File: config.mk
export PLATFORM = sky130hd
export DESIGN_NAME = stats_epoch_sched
export DESIGN_NICKNAME = d
export VERILOG_FILES = /design/src/rtl/stats_epoch_sched_pkg.sv /design/src/rtl/stats_epoch_sched_timer.sv /design/src/rtl/stats_epoch_sched.sv
export SDC_FILE = /design/constraint.sdc
export NUM_CORES = 1
export LEC_CHECK = 0
export ABC_AREA = 1
export CELL_PAD_IN_SITES_DETAIL_PLACEMENT = 0
export CELL_PAD_IN_SITES_GLOBAL_PLACEMENT = 2
export CORE_ASPECT_RATIO = 2
export CORE_MARGIN = 10
export CORE_UTILIZATION = 32
export CTS_CLUSTER_SIZE = 16
export DETAILED_ROUTE_END_ITERATION = 12
export GPL_ROUTABILITY_DRIVEN = 0
export PLACE_DENSITY = 0.82
export SLEW_MARGIN = 30
export SYNTH_ARGS = -nofsm -noshare
export SYNTH_HDL_FRONTEND = slang
export SYNTH_SLANG_ARGS = --single-unit
File: constraint.sdc
create_clock -name asclk -period 5.4 [get_ports asclk]
set_input_delay 0.81 -clock asclk [delete_from_list [all_inputs] [get_ports asclk]]
set_output_delay 0.81 -clock asclk [all_outputs]
set_load 0.005 [all_outputs]
File: src/rtl/stats_epoch_sched_pkg.sv
`default_nettype none
// ============================================================================
// Module      : stats_epoch_sched_pkg
// Description : Shared definitions for the statistics epoch scheduler.
//               Contents:
//                 - state_e     : report FSM state encoding
//                 - c_epoch_w   : width of the epoch counter (28 bits)
//                 - c_hdr_idx   : record index used for the header record
// Revision    : 1.0 - initial release
// ============================================================================
package stats_epoch_sched_pkg;

    localparam int unsigned c_epoch_w = 28;
    localparam logic [7:0]  c_hdr_idx = 8'hFF;

    typedef enum logic [1:0] {
        ST_IDLE    = 2'd0,
        ST_CAPTURE = 2'd1,
        ST_SEND    = 2'd2
    } state_e;

endpackage : stats_epoch_sched_pkg
`default_nettype wire

File: src/rtl/stats_epoch_sched_timer.sv
`default_nettype none
// ============================================================================
// Module      : stats_epoch_timer
// Description : Free-running epoch counter. Counts 0..EPOCH_TICKS while
//               sched_en is high, holds while low, and flags the terminal
//               count on epoch_tick.
// Ports       : asclk      in   clock
//               aresetn    in   asynchronous active-low reset
//               sched_en   in   counting enable
//               cnt_time   out  current epoch count (28 bits)
//               epoch_tick out  high while cnt_time == EPOCH_TICKS
// Revision    : 1.0 - initial release
// ============================================================================
module stats_epoch_timer
    import stats_epoch_sched_pkg::*;
#(
    parameter int unsigned EPOCH_TICKS = 160000000
) (
    input  logic                 asclk,
    input  logic                 aresetn,
    input  logic                 sched_en,
    output logic [c_epoch_w-1:0] cnt_time,
    output logic                 epoch_tick
);

    localparam logic [c_epoch_w-1:0] c_term = c_epoch_w'(EPOCH_TICKS);

    logic [c_epoch_w-1:0] cnt_q;
    logic [c_epoch_w-1:0] cnt_d;

    always_comb begin
        cnt_d = cnt_q;
        if (sched_en) begin
            cnt_d = (cnt_q == c_term) ? '0 : cnt_q + 1'b1;
        end
    end

    always_ff @(posedge asclk or negedge aresetn) begin
        if (!aresetn) begin
            cnt_q <= '0;
        end else begin
            cnt_q <= cnt_d;
        end
    end

    assign cnt_time   = cnt_q;
    assign epoch_tick = (cnt_q == c_term);

endmodule : stats_epoch_timer
`default_nettype wire

File: src/rtl/stats_epoch_sched.sv
`default_nettype none
// ============================================================================
// Module      : stats_epoch_sched
// Description : Epoch scheduler. Broadcasts the epoch counter, snapshots the
//               feature counters one cycle after each epoch tick and streams
//               them out as one 32-bit record per feature. A report still in
//               flight when the next tick arrives is aborted and counted.
// Ports       : asclk/aresetn      clock / asynchronous active-low reset
//               sched_en           epoch counting enable
//               feat_val           NUM_FEAT x 32-bit feature snapshots
//               cnt_time           epoch counter (28 bits)
//               epoch_tick         terminal-count flag
//               rpt_valid/ready    report stream handshake
//               rpt_data/idx/last  record payload, index, end-of-report
//               overrun_cnt        saturating aborted-report counter
//               busy               FSM not idle
// Options     : STATS_SCHED_SEQNUM_EN - prefix each report with a header
//               record (idx 0xFF) carrying a 32-bit epoch sequence number.
// Revision    : 1.0 - initial release
// ============================================================================
module stats_epoch_sched
    import stats_epoch_sched_pkg::*;
#(
    parameter int unsigned EPOCH_TICKS = 160000000,
    parameter int unsigned NUM_FEAT    = 4
) (
    input  logic                     asclk,
    input  logic                     aresetn,
    input  logic                     sched_en,
    input  logic [NUM_FEAT*32-1:0]   feat_val,
    output logic [c_epoch_w-1:0]     cnt_time,
    output logic                     epoch_tick,
    output logic                     rpt_valid,
    input  logic                     rpt_ready,
    output logic [31:0]              rpt_data,
    output logic [7:0]               rpt_idx,
    output logic                     rpt_last,
    output logic [15:0]              overrun_cnt,
    output logic                     busy
);

    localparam logic [7:0] c_last_ptr = 8'(NUM_FEAT - 1);

    // ------------------------------------------------------------------
    // Epoch counter
    // ------------------------------------------------------------------
    stats_epoch_timer #(
        .EPOCH_TICKS (EPOCH_TICKS)
    ) u_timer (
        .asclk      (asclk),
        .aresetn    (aresetn),
        .sched_en   (sched_en),
        .cnt_time   (cnt_time),
        .epoch_tick (epoch_tick)
    );

    // ------------------------------------------------------------------
    // State
    // ------------------------------------------------------------------
    state_e                 state_q,     state_d;
    logic [7:0]             ptr_q,       ptr_d;
    logic [NUM_FEAT*32-1:0] snap_q,      snap_d;
    logic [15:0]            ovr_q,       ovr_d;
    logic                   rpt_valid_q, rpt_valid_d;
    logic [31:0]            rpt_data_q,  rpt_data_d;
    logic [7:0]             rpt_idx_q,   rpt_idx_d;
    logic                   rpt_last_q,  rpt_last_d;
    logic                   busy_q,      busy_d;
`ifdef STATS_SCHED_SEQNUM_EN
    logic [31:0]            seq_q,       seq_d;
    logic                   hdr_q,       hdr_d;   // header record pending
`endif

    logic        w_hs;
    logic [31:0] w_rec_data;

    assign w_hs = rpt_valid_q & rpt_ready;

    always_comb begin
        state_d    = state_q;
        ptr_d      = ptr_q;
        snap_d     = snap_q;
        ovr_d      = ovr_q;
`ifdef STATS_SCHED_SEQNUM_EN
        seq_d      = seq_q;
        hdr_d      = hdr_q;
`endif

        case (state_q)
            ST_IDLE: begin
                if (epoch_tick) begin
                    state_d = ST_CAPTURE;
                end
            end

            ST_CAPTURE: begin
                snap_d  = feat_val;
                ptr_d   = '0;
                state_d = ST_SEND;
`ifdef STATS_SCHED_SEQNUM_EN
                seq_d   = seq_q + 32'd1;
                hdr_d   = 1'b1;
`endif
            end

            ST_SEND: begin
                // A tick only aborts when it does not coincide with the
                // final handshake; rpt_last_q is the record being offered.
                if (epoch_tick && !(w_hs && rpt_last_q)) begin
                    state_d = ST_CAPTURE;
                    if (ovr_q != 16'hFFFF) begin
                        ovr_d = ovr_q + 16'd1;
                    end
                end else if (w_hs) begin
`ifdef STATS_SCHED_SEQNUM_EN
                    if (hdr_q) begin
                        hdr_d = 1'b0;
                    end else
`endif
                    if (rpt_last_q) begin
                        state_d = epoch_tick ? ST_CAPTURE : ST_IDLE;
                    end else begin
                        ptr_d = ptr_q + 8'd1;
                    end
                end
            end

            default: begin
                state_d = ST_IDLE;
            end
        endcase

        // Outputs are registered: decode them from the next-state values.
        w_rec_data = '0;
        for (int i = 0; i < int'(NUM_FEAT); i++) begin
            if (ptr_d == 8'(i)) begin
                w_rec_data = snap_d[32*i +: 32];
            end
        end

        rpt_valid_d = (state_d == ST_SEND);
        rpt_data_d  = rpt_valid_d ? w_rec_data : '0;
        rpt_idx_d   = rpt_valid_d ? ptr_d : '0;
        rpt_last_d  = rpt_valid_d && (ptr_d == c_last_ptr);
`ifdef STATS_SCHED_SEQNUM_EN
        if (rpt_valid_d && hdr_d) begin
            rpt_data_d = seq_d;
            rpt_idx_d  = c_hdr_idx;
            rpt_last_d = 1'b0;
        end
`endif
        busy_d = (state_d != ST_IDLE);
    end

    always_ff @(posedge asclk or negedge aresetn) begin
        if (!aresetn) begin
            state_q     <= ST_IDLE;
            ptr_q       <= '0;
            snap_q      <= '0;
            ovr_q       <= '0;
            rpt_valid_q <= 1'b0;
            rpt_data_q  <= '0;
            rpt_idx_q   <= '0;
            rpt_last_q  <= 1'b0;
            busy_q      <= 1'b0;
`ifdef STATS_SCHED_SEQNUM_EN
            seq_q       <= '0;
            hdr_q       <= 1'b0;
`endif
        end else begin
            state_q     <= state_d;
            ptr_q       <= ptr_d;
            snap_q      <= snap_d;
            ovr_q       <= ovr_d;
            rpt_valid_q <= rpt_valid_d;
            rpt_data_q  <= rpt_data_d;
            rpt_idx_q   <= rpt_idx_d;
            rpt_last_q  <= rpt_last_d;
            busy_q      <= busy_d;
`ifdef STATS_SCHED_SEQNUM_EN
            seq_q       <= seq_d;
            hdr_q       <= hdr_d;
`endif
        end
    end

    assign rpt_valid   = rpt_valid_q;
    assign rpt_data    = rpt_data_q;
    assign rpt_idx     = rpt_idx_q;
    assign rpt_last    = rpt_last_q;
    assign overrun_cnt = ovr_q;
    assign busy        = busy_q;

endmodule : stats_epoch_sched
`default_nettype wire

# Word level (Yosys, flattened, before mapping)
# Index checks and enable logic that the tools add are counted.
# totals
regBits	225
latchBits	0
mem_bits_rw	0
rom_bits	0
in_bits	132
output_inout_bits	88
word_cells	48
memories	0
# classes
n_addsub	3
multipliers	0
div	0
n_lt_le_gt_ge	0
n_eq_ne	8
shift	0
mux	18
bitwise	1
n_reduce_logical	8
# op_table
cell	n
$mux W32	5
$mux W128	1
$mux W8	4
$add A28 B1 Y28 const B	1
$eq A28 B28 Y1 const B	1
$mux W28	1
$add A16 B1 Y16 const B	1
$eq A8 B2 Y1 const B	2
$ne A16 B16 Y1 const B	1
$pmux W8 S2	1
$add A8 B1 Y8 const B	1
$eq A8 B1 Y1 const B	1
$logic_not A8 Y1	1
$mux W2	4
$pmux W2 S3	1
$eq A2 B2 Y1 const B	2
$logic_and A1 B1 Y1	3
$reduce_and A3 Y1	1
$eq A2 B1 Y1 const B	1
$logic_not A2 Y1	1
$reduce_bool A2 Y1	1
$and A1 B1 Y1	1
$logic_not A1 Y1	1
$mux W1	1

# Depth between registers and ports, before layout
# logic_depth
depth_word	12
mapped_depth	20
mapped_depth_nobuf	19

# Cells and area by module
# A second synthesis with hierarchy kept.
# unflattened
hier_cells	1382
hier_area_um2	11070.6
# modules_own_cells
module	instances	cells_per_inst	area_per_inst_um2	seq_area_each_um2
stats_epoch_sched	1	1108	9222.6	4929.7
stats_epoch_timer	1	274	1848.0	700.7

# Worst setup path after synthesis
# Ideal clock, no wire load.
# synth_timing
kind	input port to flip-flop
from	in sched_en
to	reg u_timer.cnt_q[27] (netlist: u_timer.cnt_time[27])
setup_time_ns	0.117
t_arrival_ns	2.305
t_required_ns	5.283
slack_ns	2.978
cell_stages	14
path_buffers	1
cell_sequence	buf_2 inv_2 nor2_1 nand3_1 nor3_2 nand2_1 nor2_1 nand3_1 nor2_2 nand3_1 nor2_1 nand2_1 nand2_1 nor2_1
# synth_rtl
element	line	source
from (decl)	stats_epoch_sched.sv:29	input logic sched_en,
to (signal assigned)	stats_epoch_sched_timer.sv:42	cnt_q <= cnt_d;
to (decl)	stats_epoch_sched_timer.sv:28	logic [c_epoch_w-1:0] cnt_q;

# Final worst setup path
# layout_timing
from	reg state_q[1]
to	reg rpt_data_q[14] (netlist: rpt_data[14])
# layout_via
word_cells_on_any_way	20
classes_between	eq/ne: 6; mux: 12; reduce/logical: 2
# layout_rtl
element	line	source
from (decl)	stats_epoch_sched.sv:60	state_e state_q, state_d;
from (signal assigned)	stats_epoch_sched.sv:171	state_q <= state_d;
$mux W2	stats_epoch_sched.sv:120	if (rpt_last_q) begin
$mux W2	stats_epoch_sched.sv:114	end else if (w_hs) begin
$mux W2	stats_epoch_sched.sv:109	if (epoch_tick && !(w_hs && rpt_last_q)) begin
$pmux W2 S3 *	stats_epoch_sched.sv:89	case (state_q)
named net state_d[1]	stats_epoch_sched.sv:60	
$eq A2 B2 Y1 *	stats_epoch_sched.sv:141	rpt_valid_d = (state_d == ST_SEND);
named net rpt_valid_d	stats_epoch_sched.sv:64	logic rpt_valid_q, rpt_valid_d;
$mux W32 *	stats_epoch_sched.sv:142	rpt_data_d = rpt_valid_d ? w_rec_data : '0;
named net rpt_data_d[14]	stats_epoch_sched.sv:65	logic [31:0] rpt_data_q, rpt_data_d;
to (signal assigned)	stats_epoch_sched.sv:176	rpt_data_q <= rpt_data_d;
to (decl)	stats_epoch_sched.sv:65	
# Mark *: on every way through the listed nets, which the timed path passes. The rest lies on a longest branch.
# A chain may end at the register's enable or synchronous reset.

==> impl_metrics.prom <==
# TYPE chip_impl_metric gauge
chip_impl_info{name="status",value="finished clean"} 1
chip_impl_metric{name="hpwl",unit="um"} 25300
chip_impl_metric{name="cts_hold_buffers",unit=""} 0
chip_impl_metric{name="placement.io_buffers",unit=""} 219
chip_impl_metric{name="clk_transition_reported_paths",unit="ns"} 0.06
chip_impl_metric{name="final_design_area_no_fill",unit="mm2"} 0.0140
chip_impl_metric{name="max_fclk",unit="MHz"} 296
chip_impl_metric{name="finalWorstSetupSlack",unit="ns"} 2.02
chip_impl_metric{name="core.rowCount",unit=""} 94
chip_impl_metric{name="synth.lib_cells_used.distinct",unit=""} 35
chip_impl_metric{name="cts.repair.resized",unit=""} 0
chip_impl_info{name="cts_tree",value="built"} 1
chip_impl_info{name="worstPathCellList",value="inv_1, ha_4, inv_4, a21oi_2, inv_2, nor2_2, inv_2, nor2_8, nand2_1, nand2_1"} 1
chip_impl_metric{name="die_height",unit="um"} 278
chip_impl_metric{name="fp.coreArea",unit="mm2"} 0.0328
chip_impl_metric{name="post-route-period-util",unit="%"} 62.5
chip_impl_metric{name="synth-warning-count",unit=""} 0
chip_impl_metric{name="finalHoldViolations",unit=""} 0
chip_impl_metric{name="synth.cell_area",unit="mm2"} 0.0106
chip_impl_metric{name="drt_pre_antenna_iters",unit=""} 4
chip_impl_metric{name="track_usage",unit="%"} 17.0
chip_impl_metric{name="ctsLongestPathBuffers",unit=""} 3
chip_impl_metric{name="final_nets",unit=""} 1682
chip_impl_metric{name="cts.htree.levels",unit=""} 1
chip_impl_metric{name="synth-seq-area-share",unit="%"} 53.0
chip_impl_metric{name="avgRoutedWirePerCell",unit="um"} 17.7
chip_impl_metric{name="post_route_cells_drive_above_1_share",unit="%"} 6.80
chip_impl_metric{name="finalSetupViolations",unit=""} 0
chip_impl_metric{name="clk_latency",unit="ns"} 0.53
chip_impl_metric{name="pwr_density_cell",unit="mW/mm2"} 354
chip_impl_metric{name="syn_inst",unit=""} 1344
chip_impl_metric{name="route.detailed.vias_per_inst",unit=""} 4.55
chip_impl_metric{name="die_area",unit="mm2"} 0.0413
chip_impl_info{name="critical_setup_path_kind",value="flop to flop"} 1
chip_impl_metric{name="slew_viol_final",unit=""} 0
chip_impl_metric{name="postSynthNetCount",unit=""} 1484
chip_impl_metric{name="globalRoute.totalOverflow",unit=""} 0
chip_impl_metric{name="areaGrowthSynthToFinish",unit="%"} 31.5
chip_impl_metric{name="slew_headroom",unit="%"} 40.6
chip_impl_metric{name="numCtsBuffers",unit=""} 24
chip_impl_metric{name="fin_worst_skew",unit="ns"} 0.0139
chip_impl_info{name="most_used_cells_in_the_layout_excluding_fill_and_tap_cells",value="580 x nand2_1, 225 x dfrtp_1, 218 x clkdlybuf4s50_1, 131 x nand3_1, 128 x nor2_1"} 1
chip_impl_metric{name="die_w",unit="um"} 149
chip_impl_metric{name="totalNegativeSetupSlack",unit="ns"} 0
chip_impl_metric{name="critical_path_rt",unit="ns"} 5.86
chip_impl_metric{name="setup_buffers_after_cts",unit=""} 0
chip_impl_metric{name="preCtsSetupSlack",unit="ns"} 1.63
chip_impl_metric{name="place_area",unit="mm2"} 0.0132
chip_impl_metric{name="grt_first_pass_wirelength",unit="um"} 55200
chip_impl_metric{name="tightest_slew",unit="ns"} 0.892
chip_impl_metric{name="start_util",unit="%"} 32.4
chip_impl_info{name="clock_root_buffer",value="clkbuf_16"} 1
chip_impl_metric{name="period_needed",unit="ns"} 3.38
chip_impl_metric{name="static_leakage_power",unit="nW"} 6.52
chip_impl_metric{name="grt_start_max_net_pins",unit=""} 107
chip_impl_metric{name="timing.critical_path.fanout_max",unit=""} 71
chip_impl_metric{name="max_cap_viol_count",unit=""} 0
chip_impl_metric{name="worst_path_largest_cell_delay",unit="ns"} 0.66
chip_impl_metric{name="worstPathArrival",unit="ns"} 3.84
chip_impl_metric{name="postSynthAreaPerCell",unit="um2"} 7.90
chip_impl_info{name="worst_hold_path_type",value="input port to asynchronous set/reset pin"} 1
chip_impl_info{name="rsz0062_at_grt",value="no"} 1
chip_impl_metric{name="layout.filler_cells",unit=""} 3374
chip_impl_metric{name="antenna_found_initial",unit=""} 1
chip_impl_info{name="final_common_cell",value="nand2_1"} 1
chip_impl_info{name="critical_path.startpoint_type",value="flop"} 1
chip_impl_metric{name="yosys_register_bits",unit=""} 225
chip_impl_metric{name="worst_ir_drop_vdd",unit="mV"} 0.229
chip_impl_info{name="crit_path_end_kind",value="flop"} 1
chip_impl_metric{name="total_routed_wirelength",unit="um"} 35200
chip_impl_info{name="slowest_stage",value="ha_4"} 1
chip_impl_metric{name="num_vias",unit=""} 9057
chip_impl_metric{name="numClockSinks",unit=""} 225
chip_impl_metric{name="finish.utilization",unit="%"} 42.6
chip_impl_metric{name="detail_route.drc_violations",unit=""} 0
chip_impl_metric{name="drt.antenna.violating_nets",unit=""} 0
chip_impl_metric{name="drt-initial-drc-count",unit=""} 356
chip_impl_metric{name="via_count_of_the_first_global_routing_pass",unit=""} 9814
chip_impl_metric{name="ioPinCount",unit=""} 220
-- per-layer routing --
layer	up-vias	part of all wire [%]	global-route usage (%)
li1	4572	-	-
met5	-	0	0
met2	189	56	33.1
met1	4258	37	17.8
met3	38	4.2	2.56
met4	0	2.3	5.23
-- sequential cells by signal, summed over array words and instances (netlist names) --
signal            flops
state_q               2
rpt_data             32
rpt_valid             1
busy                  1
rpt_idx               8
overrun_cnt          16
rpt_last              1
ptr_q                 8
snap_q              128
u_timer.cnt_time     28
-- cell type report --
cell class                      count  area [um2]  share of cell area, %
Antenna cell                        1        2.50                 0.0179
Clock buffer                       33         706                   5.05
Clock inverter                      9        53.8                  0.385
Inverter                           96         363                   2.60
Multi-Input combinational cell    968        4340                   31.1
Sequential cell                   225        5630                   40.3
Tap cell                          432         541                   3.87
Timing Repair Buffer              227        2330                   16.7
-- logic make-up after synthesis --
group / after synthesis / synth area share [%]
and+or+nand+nor: 910 / 36.4
DFF: 225 / 53.0
buffers and inverters: 151 / 6.25
AOI/OAI and AO/OA: 25 / 1.37
xor gates and xnor gates: 25 / 2.06
adders and majority gates: 8 / 0.942
-- worst max-delay path, delay by kind of cell, from the launching register on --
kind | cells | cell delay (ns)
adders and majority gates | 1 | 0.66
AOI/OAI and AO/OA | 1 | 0.32
and+or+nand+nor | 4 | 1.05
DFF | 1 | 0.42
buffers and inverters | 4 | 0.82
-- synth_stat cells --
master,n,area [um2]
nand2_1,580,2180
dfrtp_1,225,5630
nand3_1,131,656
nor2_1,128,480
inv_1,73,274
clkbuf_1,25,93.8
xor2_1,25,219
inv_2,22,82.6
nand4_1,17,106
nor3_1,15,75.1
buf_2,12,60.1
a21oi_1,10,50.1
o21ai_0,10,50.1
nor2_2,9,56.3
buf_4,8,60.1
ha_1,8,100
nor2_4,8,90.1
buf_6,7,78.8
nand3_2,4,40.0
nor4_1,4,25.0
buf_1,3,11.3
nand2_4,3,33.8
nand3_4,3,52.6
nor3b_1,2,15.0
or2_2,2,12.5
a211oi_2,1,12.5
a21oi_2,1,8.76
a2bb2oi_1,1,8.76
a31oi_1,1,6.26
clkinv_1,1,3.75
nand2_2,1,6.26
nand3b_1,1,7.51
nor2_8,1,20.0
nor3_2,1,10.0
o41ai_1,1,8.76
-- final timing paths --
path	cells after the start	slack (ns)	to	from
max reg2reg	10	2.02	rpt_data[14]	state_q[1]
max	10	2.02	rpt_data[14]	state_q[1]
max in group asynchronous	2	4.00	snap_q[99]	aresetn
min in group asclk	2	0.47	snap_q[100]	snap_q[100]
min reg2reg	2	0.47	snap_q[100]	snap_q[100]
min	1	0.22	u_timer.cnt_time[7]	aresetn
-- metrics by stage --
step | hold WS [ns] | total power [mW] | instances
floorplan | 0.438 | 2.74 | 1344
global placement | 0.452 | 3.27 | 1945
detailed placement | 0.455 | 3.39 | 1948
CTS | 0.238 | 5.04 | 1990
global route | 0.270 | 5.25 | 1991
finish | 0.224 | 4.94 | 1991
-- power by group --
group / switching, mW / total (mW) / leakage [nW] / internal [mW]
logic: 0.807 / 1.44 / 3.77 / 0.635
registers: 0.0976 / 1.88 / 2.37 / 1.79
clock network: 0.705 / 1.62 / 0.381 / 0.914
No activity file was read; power rests on OpenSTA's default activity.
